<file path="src/rtl/pixel_write_sink.sv">
`default_nettype none
// +----------------------------------------------------------------------------+
// | pixel_write_sink                                                           |
// | Stages the drawing controller's pixel stream, drops off-screen pixels and  |
// | buffers framebuffer writes in a show-ahead FIFO to absorb port stalls.     |
// | Revision: 1.0                                                              |
// +----------------------------------------------------------------------------+
module pixel_write_sink #(
  parameter int DEPTH  = 16,
  parameter int WIDTH  = 320,
  parameter int HEIGHT = 240
) (
  input  logic                    clk,
  input  logic                    Reset,
  input  logic                    plot,
  input  logic [8:0]              xPos,
  input  logic [7:0]              yPos,
  input  logic [2:0]              colorIn,
  output logic                    wrEn,
  output logic [16:0]             wrAddr,
  output logic [2:0]              wrData,
  input  logic                    wrReady,
  input  logic                    clearOverflow,
  output logic                    overflow,
  output logic [7:0]              dropCount,
  output logic [$clog2(DEPTH):0]  fifoCount,
  output logic                    idle
);

  localparam int              c_ptrW   = $clog2(DEPTH);
  localparam int              c_cntW   = c_ptrW + 1;
  localparam int              c_entryW = 20;
  localparam logic [16:0]     c_width  = 17'(WIDTH);
  localparam logic [16:0]     c_height = 17'(HEIGHT);
  localparam logic [c_cntW-1:0] c_depth = c_cntW'(DEPTH);

  // Input stage
  logic        r_stageValid;
  logic [8:0]  r_x;
  logic [7:0]  r_y;
  logic [2:0]  r_color;

  always_ff @(posedge clk or posedge Reset) begin
    if (Reset) begin
      r_stageValid <= 1'b0;
      r_x          <= '0;
      r_y          <= '0;
      r_color      <= '0;
    end else begin
      r_stageValid <= plot;
      r_x          <= xPos;
      r_y          <= yPos;
      r_color      <= colorIn;
    end
  end

  logic [16:0] w_addr;
  logic        w_inRange;

  assign w_inRange = (17'(r_x) < c_width) && (17'(r_y) < c_height);

  generate
    if (WIDTH == 320) begin : g_shiftAdd
      assign w_addr = (17'(r_y) << 8) + (17'(r_y) << 6) + 17'(r_x);
    end else begin : g_mult
      assign w_addr = 17'(r_y) * c_width + 17'(r_x);
    end
  endgenerate

  // FIFO control
  logic [c_ptrW-1:0]   r_wrPtr;
  logic [c_ptrW-1:0]   r_rdPtr;
  logic [c_cntW-1:0]   r_count;
  logic [c_entryW-1:0] r_mem [DEPTH];
  logic [c_entryW-1:0] w_head;
  logic                w_full;
  logic                w_pop;
  logic                w_push;
  logic                w_lost;
  logic                w_drop;

  assign w_full = (r_count == c_depth);
  assign w_pop  = wrEn && wrReady;
  // A full FIFO still accepts a pixel when the head leaves on the same edge.
  assign w_push = r_stageValid && w_inRange && (!w_full || w_pop);
  assign w_lost = r_stageValid && w_inRange && w_full && !w_pop;
  assign w_drop = r_stageValid && !w_inRange;

  always_ff @(posedge clk) begin
    if (w_push) begin
      r_mem[r_wrPtr] <= {w_addr, r_color};
    end
  end

  always_ff @(posedge clk or posedge Reset) begin
    if (Reset) begin
      r_wrPtr <= '0;
      r_rdPtr <= '0;
      r_count <= '0;
    end else begin
      if (w_push) begin
        r_wrPtr <= r_wrPtr + 1'b1;
      end
      if (w_pop) begin
        r_rdPtr <= r_rdPtr + 1'b1;
      end
      if (w_push && !w_pop) begin
        r_count <= r_count + 1'b1;
      end else if (w_pop && !w_push) begin
        r_count <= r_count - 1'b1;
      end
    end
  end

  // Statistics: a new event in the same cycle as a clear takes precedence.
  logic       r_overflow;
  logic [7:0] r_dropCount;

  always_ff @(posedge clk or posedge Reset) begin
    if (Reset) begin
      r_overflow  <= 1'b0;
      r_dropCount <= '0;
    end else begin
      if (w_lost) begin
        r_overflow <= 1'b1;
      end else if (clearOverflow) begin
        r_overflow <= 1'b0;
      end
      if (clearOverflow) begin
        r_dropCount <= w_drop ? 8'd1 : 8'd0;
      end else if (w_drop && (r_dropCount != 8'hFF)) begin
        r_dropCount <= r_dropCount + 8'd1;
      end
    end
  end

  // Head entry is presented directly; outputs read as zero while empty.
  assign w_head    = r_mem[r_rdPtr];
  assign wrEn      = (r_count != '0);
  assign wrAddr    = wrEn ? w_head[c_entryW-1:3] : 17'd0;
  assign wrData    = wrEn ? w_head[2:0] : 3'd0;
  assign overflow  = r_overflow;
  assign dropCount = r_dropCount;
  assign fifoCount = r_count;
  assign idle      = !r_stageValid && (r_count == '0);

endmodule
`default_nettype wire

</file>
<file path="config.mk">
export PLATFORM = sky130hd
export DESIGN_NAME = pixel_write_sink
export DESIGN_NICKNAME = d
export VERILOG_FILES = /design/src/rtl/pixel_write_sink.sv
export SDC_FILE = /design/constraint.sdc
export NUM_CORES = 1
export LEC_CHECK = 0
export ABC_AREA = 0
export CORE_UTILIZATION = 50
export CTS_CLUSTER_DIAMETER = 100
export DETAILED_ROUTE_END_ITERATION = 16
export HOLD_SLACK_MARGIN = 0.06
export PLACE_DENSITY = 0.76
export SLEW_MARGIN = 25
export SYNTH_ARGS = -nofsm -noshare
export SYNTH_HDL_FRONTEND = slang
export SYNTH_SLANG_ARGS = --single-unit
</file>
<file path="constraint.sdc">
create_clock -name clk -period 4.4 [get_ports clk]
set_input_delay 0.44 -clock clk [delete_from_list [all_inputs] [get_ports clk]]
set_output_delay 0.44 -clock clk [all_outputs]
set_load 0.03 [all_outputs]
</file>
; After elaboration in Yosys (flattened, before gate mapping)
; Memories as Yosys holds them, arrays and structs flattened.
; Cells that the tools add are included.
; W data, S select, Z words.
[op_classes]
addsub = 7
n_lt_le_gt_ge = 2
eq_ne = 2
mux = 11
reduce_logical = 22
[op_table]
columns = cell, count
row1 = $add A16 B14 Y17, 1
row2 = $add A17 B9 Y17, 1
row3 = $mux W17, 1
row4 = $mux W8, 2
row5 = $logic_and A1 B1 Y1, 11
row6 = $mux W5, 2
row7 = $lt A9 B9 Y1 const B, 1
row8 = $add A4 B1 Y4 const B, 2
row9 = $add A8 B1 Y8 const B, 1
row10 = $lt A8 B8 Y1 const B, 1
row11 = $ne A8 B8 Y1 const B, 1
row12 = $reduce_bool A2 Y1, 3
row13 = $add A5 B1 Y5 const B, 1
row14 = $eq A5 B5 Y1 const B, 1
row15 = $logic_not A1 Y1, 5
row16 = $logic_not A5 Y1, 1
row17 = $mux W1, 5
row18 = $reduce_bool A5 Y1, 1
row19 = $sub A5 B1 Y5 const B, 1
row20 = $mux W3, 1
row21 = $logic_or A1 B1 Y1, 1
[word_totals]
ff_bits = 43
mem_bits_rw = 320
elab_cells = 54
mem_count = 1
[memory_table]
columns = name, words, width, rd, rd_clocked_by_memory_dff, wr, line_no
row1 = r_mem, 16, 20, 1, 0, 1, 74  ; logic [c_entryW-1:0] r_mem [DEPTH];

; Depth between registers and ports, before layout
[logic_depth]
ltp_word = 8
mapped_depth = 12
depth_no_buf = 11

; Least setup slack after synthesis
; OpenSTA, ideal clock, no wires.
[synth_path]
path_kind = reg2reg
from = register r_count[0] (netlist: fifoCount[0])
to = memory r_mem[7][0], enable pin
setup_ns = 0.422
arrival_ns = 2.574
t_required_ns = 3.978
slack_ns = 1.404
path_stages_with_launch = 7
period_less_slack_ns = 2.996
cell_sequence = dfrtp_1 -> nor4_2 -> nand3b_1 -> nor2b_4 -> buf_6 -> nand2_1 -> nor3_1
[synth_via]
elab_chain_cells = 6
word_cells_on_any_way = 8
classes_between = eq/ne: 1 / mux: 2 / reduce/logical: 5
[synth_lines]
columns = item, line_no
row1 = "start, declared", 73  ; logic [c_cntW-1:0] r_count;
row2 = "start signal, assigned", 108  ; r_count <= r_count + 1'b1;
row3 = "start signal, assigned", 110  ; r_count <= r_count - 1'b1;
row4 = $eq A5 B5 Y1 / $reduce_bool A5 Y1 (equally long branches), "82, 139"
row5 = $logic_not A1 Y1 / $logic_and A1 B1 Y1 (equally long branches), "85, 83"
row6 = $logic_or A1 B1 Y1 (*), 85  ; assign w_push = r_stageValid && w_inRange && (!w_full || w_pop);
row7 = $logic_and A1 B1 Y1 (*), 85
row8 = via w_push, 78  ; logic w_push;
row9 = $mux W1 (*), 90  ; if (w_push) begin
row10 = $mux W1 (implied by the code) (*), 91  ; r_mem[r_wrPtr] <= {w_addr, r_color};
row11 = "end, declared", 74
; The timed path passes the listed nets; every way through them passes the cells marked *.

; Worst setup path after layout
[layout_path]
from = register r_rdPtr[0]
to = output wrAddr[12]
[layout_via]
elab_chain_cells = 2
[layout_lines]
columns = item, line_no
row1 = "start, declared", 72  ; logic [c_ptrW-1:0] r_rdPtr;
row2 = "start signal, assigned", 105  ; r_rdPtr <= r_rdPtr + 1'b1;
row3 = $mem_v2 Z16 W20, n/a
row4 = $mux W17, 140  ; assign wrAddr = wrEn ? w_head[c_entryW-1:3] : 17'd0;
row5 = "end, declared", 20  ; output logic [16:0] wrAddr,
; No other way between the ends.

==> key figures <==
Clock tree
  • Cell chosen for the clock root: sky130_fd_sc_hd__clkbuf_16
  • Clock latency of the later-clocked register in the worst-skew pair: 510 ps
  • Buffers inserted by post-CTS timing repair: 0
  • Count of H-tree levels built during CTS: 2
  • Longest Clk Path Bufs: 3
  • Clock transition at path regs: 60 ps
  • Total of hold buffers inserted after clock tree synthesis: 0
  • TritonCTS clock tree: done
  • Number of CTS-inserted buffers: 37
  • Clk sink count: 363
  • PostCTS Resize Cnt: 0

Placement
  • Count of input and output buffers: 60
  • Post-DP Area: 15800 µm²
  • DP HPWL: 16.4 mm
  • Last weighted congestion value of the routability-driven placer: 0.731
  • Cell count after placement: 1145

STA
  • Clock period minus worst slack: 3740 ps
  • Final Hold Viols: 0
  • Clock skew after layout: 15.1 ps
  • Unrepaired setup endpoints after global routing: no
  • Tcrit/Tclk final: 85.1%
  • Setup Viol. Count Final: 0
  • Top achievable clock speed: 267 MHz
  • Relative max-transition margin: 32.6%
  • Total count of max-transition violations in the final report: 0
  • Worst-margin pin slew: 1010 ps
  • Setup Total Neg Slack: 0 ps

Worst setup path
  • Crit. End Element: output port
  • Cell with the largest stage delay on the worst path: sky130_fd_sc_hd__dfrtp_4
  • Critical Path AT: 3300 ps
  • Critical Setup Path Class: reg -> out
  • First element of the critical path: r_rdPtr[0]$_DFFE_PP0N_
  • Startpoint of the most critical register-to-register path: r_x[8]$_DFF_PP0_
  • Launching element type of the critical path: register
  • Setup slack of the worst register-to-register path: 1060 ps
  • Slowest stage delay, CP: 890 ps
  • Capturing instance or port of the critical path: wrAddr[12]
  • Worst endpoint required time: 3960 ps
  • Capture instance of the worst register-to-register path: r_mem[15][18]$_DFFE_PP_
  • Worst r2r path cells: 8
  • Ordered list of cells on the worst path: buf_4 > mux4_1 > mux2i_1 > o22ai_1 > clkdlybuf4s50_1
  • Critical path fanouts, max: 40

Route
  • Met1 wire length: 12.3 mm
  • Pre-Repair DR Iteration Count: 5
  • Average via count per standard cell: 5.86
  • Detail Route met2 WL: 15.0 mm
  • Vias after detailed routing: 7092
  • DRT iter0 DRCs: 624
  • Routed length on met3: 1.64 mm
  • Mean routed wirelength per cell: 24.3 µm
  • Highest metal layer with signal wires: met4
  • DRC violations left: 0
  • Number of routed nets with antenna violations: 0
  • Final WL: 29.4 mm

Pwr
  • Leakage: 5.89 nW
  • Power density relative to cell area: 628 nW/µm²
  • VDD IR-drop max: 0.000477 V

Floorplanning
  • Core box area: 28800 µm²
  • Number of top-level design ports: 61
  • DIE WIDTH: 173 µm
  • Die extent in y: 173 µm
  • Area of the die: 30000 µm²
  • Site Rows: 62
  • Starting utilization of the core area: 50.9%

GRT
  • GRT Residual Overflow: 0
  • Total Routing Usage GR: 20.4%
  • Pin count of the biggest net entering global routing: 41
  • Number of antenna violations at the first check in global routing: 0
  • Wire length of the first global-routing pass: 45.2 mm
  • Number of global-route vias before repair: 7327

Yosys
  • Mean cell area of the mapped netlist: 20.9 µm²
  • Seq/Total Area, Yosys: 73.0%
  • Post-Syn Instances: 701
  • Flops & latches, synth: 363
  • Mux share of post-synthesis cell area: 16.5%
  • Yosys top cell area share: 65.6%
  • Leading cell types by total area after synthesis: sky130_fd_sc_hd__edfxtp_1 (66%), sky130_fd_sc_hd__mux4_1 (8.8%), sky130_fd_sc_hd__dfrtp_1 (7.4%), sky130_fd_sc_hd__mux4_2 (4.8%), sky130_fd_sc_hd__mux2i_1 (2.8%)
  • Post-synthesis cell area: 14600 µm²
  • Area share of xor/xnor cells in the synthesized design: 1.38%
  • Post-synthesis compound-gate area fraction: 1.99%
  • Number of warnings reported in the yosys synthesis log: 0
  • Dominant combinational cell family by area after synthesis: multiplexers
  • Synth area leader: sky130_fd_sc_hd__edfxtp_1
  • Adder-cell area share of the yosys netlist: 2.55%
  • Count of flip-flops with a built-in enable after synthesis: 320
  • Number of nets in the synthesized netlist: 754
  • Netlist cell types: 50
  • Commonest register cell after synthesis: sky130_fd_sc_hd__edfxtp_1
  • Fraction of registers with async set or reset after synthesis: 11.8%
  • Basic-gate share of the synthesized area counting and, or, nand and nor cells: 2.76%

Outcome
  • Status: complete, no violations

Finish
  • Fill count: 2039
  • Share of layout cells above drive strength 1: 16.6%
  • Antenna diodes: 0
  • Leading cell type in the layout, fill and taps excluded: sky130_fd_sc_hd__edfxtp_1
  • Final design instance area without fill: 17000 µm²
  • Most used cells in the layout excluding fill and tap cells: sky130_fd_sc_hd__edfxtp_1 (320), sky130_fd_sc_hd__clkdlybuf4s50_1 (60), sky130_fd_sc_hd__mux4_1 (49)
  • Post-layout instance count excluding filler cells: 1210
  • Total Nets Final: 853
  • Layout overhead on the synthesized area: 16.1%

Job
  • Max-Cap Viols: 0

Hold path
  • Worst min path class: in -> reg
==> per-stage QoR <==
stage               power (W)  util [%]  setup slack [ps]  hold WS, ps
finish                 0.0107      59.1               658          367
global route           0.0111      59.1               497          350
CTS                    0.0108      59.0               604          350
detailed placement    0.00776      54.9              1170          493
global placement      0.00771      54.9              1160          487
floorplan             0.00668         -              1400          471
==> synthesized netlist by cell type, drive strengths merged, types with 5 or more instances <==
| cell | count |
|---|---|
| edfxtp | 320 |
| mux4 | 80 |
| dfrtp | 43 |
| mux2i | 41 |
| ha | 25 |
| buf | 23 |
| o22ai | 20 |
| nor2 | 18 |
| xnor2 | 18 |
| nand2 | 15 |
| inv | 14 |
| nor3 | 10 |
| and2 | 8 |
| clkbuf | 8 |
| nand3 | 8 |
| o21ai | 5 |
| xor2 | 5 |
==> logic make-up (layout without fill, tap and decap cells) <==
family,Yosys count,after routing
simple gates,75,75
compound gates,44,44
xor+xnor,23,23
mux,123,123
buf+inv,45,170
fa+ha+maj,28,28
flops,363,363
==> worst min-delay path by stage <==
stage	startpoint	endpoint	cells after the start
detailed placement	overflow$_DFFE_PP0P_	overflow$_DFFE_PP0P_	1
CTS	colorIn[0]	r_color[0]$_DFF_PP0_	1
floorplan	colorIn[0]	r_color[0]$_DFF_PP0_	0
finish	xPos[2]	r_x[2]$_DFF_PP0_	1
global route	colorIn[0]	r_color[0]$_DFF_PP0_	1
global placement	overflow$_DFFE_PP0P_	overflow$_DFFE_PP0P_	1
==> sequential cells by signal, indices dropped and copies added (netlist names) <==
name and flops:
r_y 8, r_color 3, dropCount 8, fifoCount 5
r_rdPtr 4, r_x 9, r_mem 320, r_stageValid 1
overflow 1, r_wrPtr 4
==> critical path: cells and delay by family (launching register included) <==
family / cells / cell delay (ps)
buffers and inverters: 2 / 1000
flip-flops: 1 / 890
multiplexers: 2 / 720
AO/OA/AOI/OAI: 1 / 120
==> per-layer routing <==
layer	track usage, %	vias up
li1	-	3084
met1	28.1	3713
met2	34.8	253
met3	2.84	42
met4	4.68	0
met5	0	-
==> report_power, final <==
| group | total, W | internal (W) | switching (W) |
|---|---|---|---|
| Combinational | 0.00322 | 0.00153 | 0.00169 |
| Sequential | 0.00445 | 0.00411 | 0.000347 |
| Clock | 0.00299 | 0.00177 | 0.00121 |
==> area by class of cell <==
type,count,area (µm²),area share [%]
Tap cell,384,480,2.83
Sequential cell,363,10700,62.9
Clock inverter,14,125,0.736
Timing Repair Buffer,91,871,5.12
Multi-Input combinational cell,293,3730,22.0
Inverter,14,52.6,0.309
Clock buffer,51,1040,6.13
Note: power is estimated with default switching activity, not from simulation.
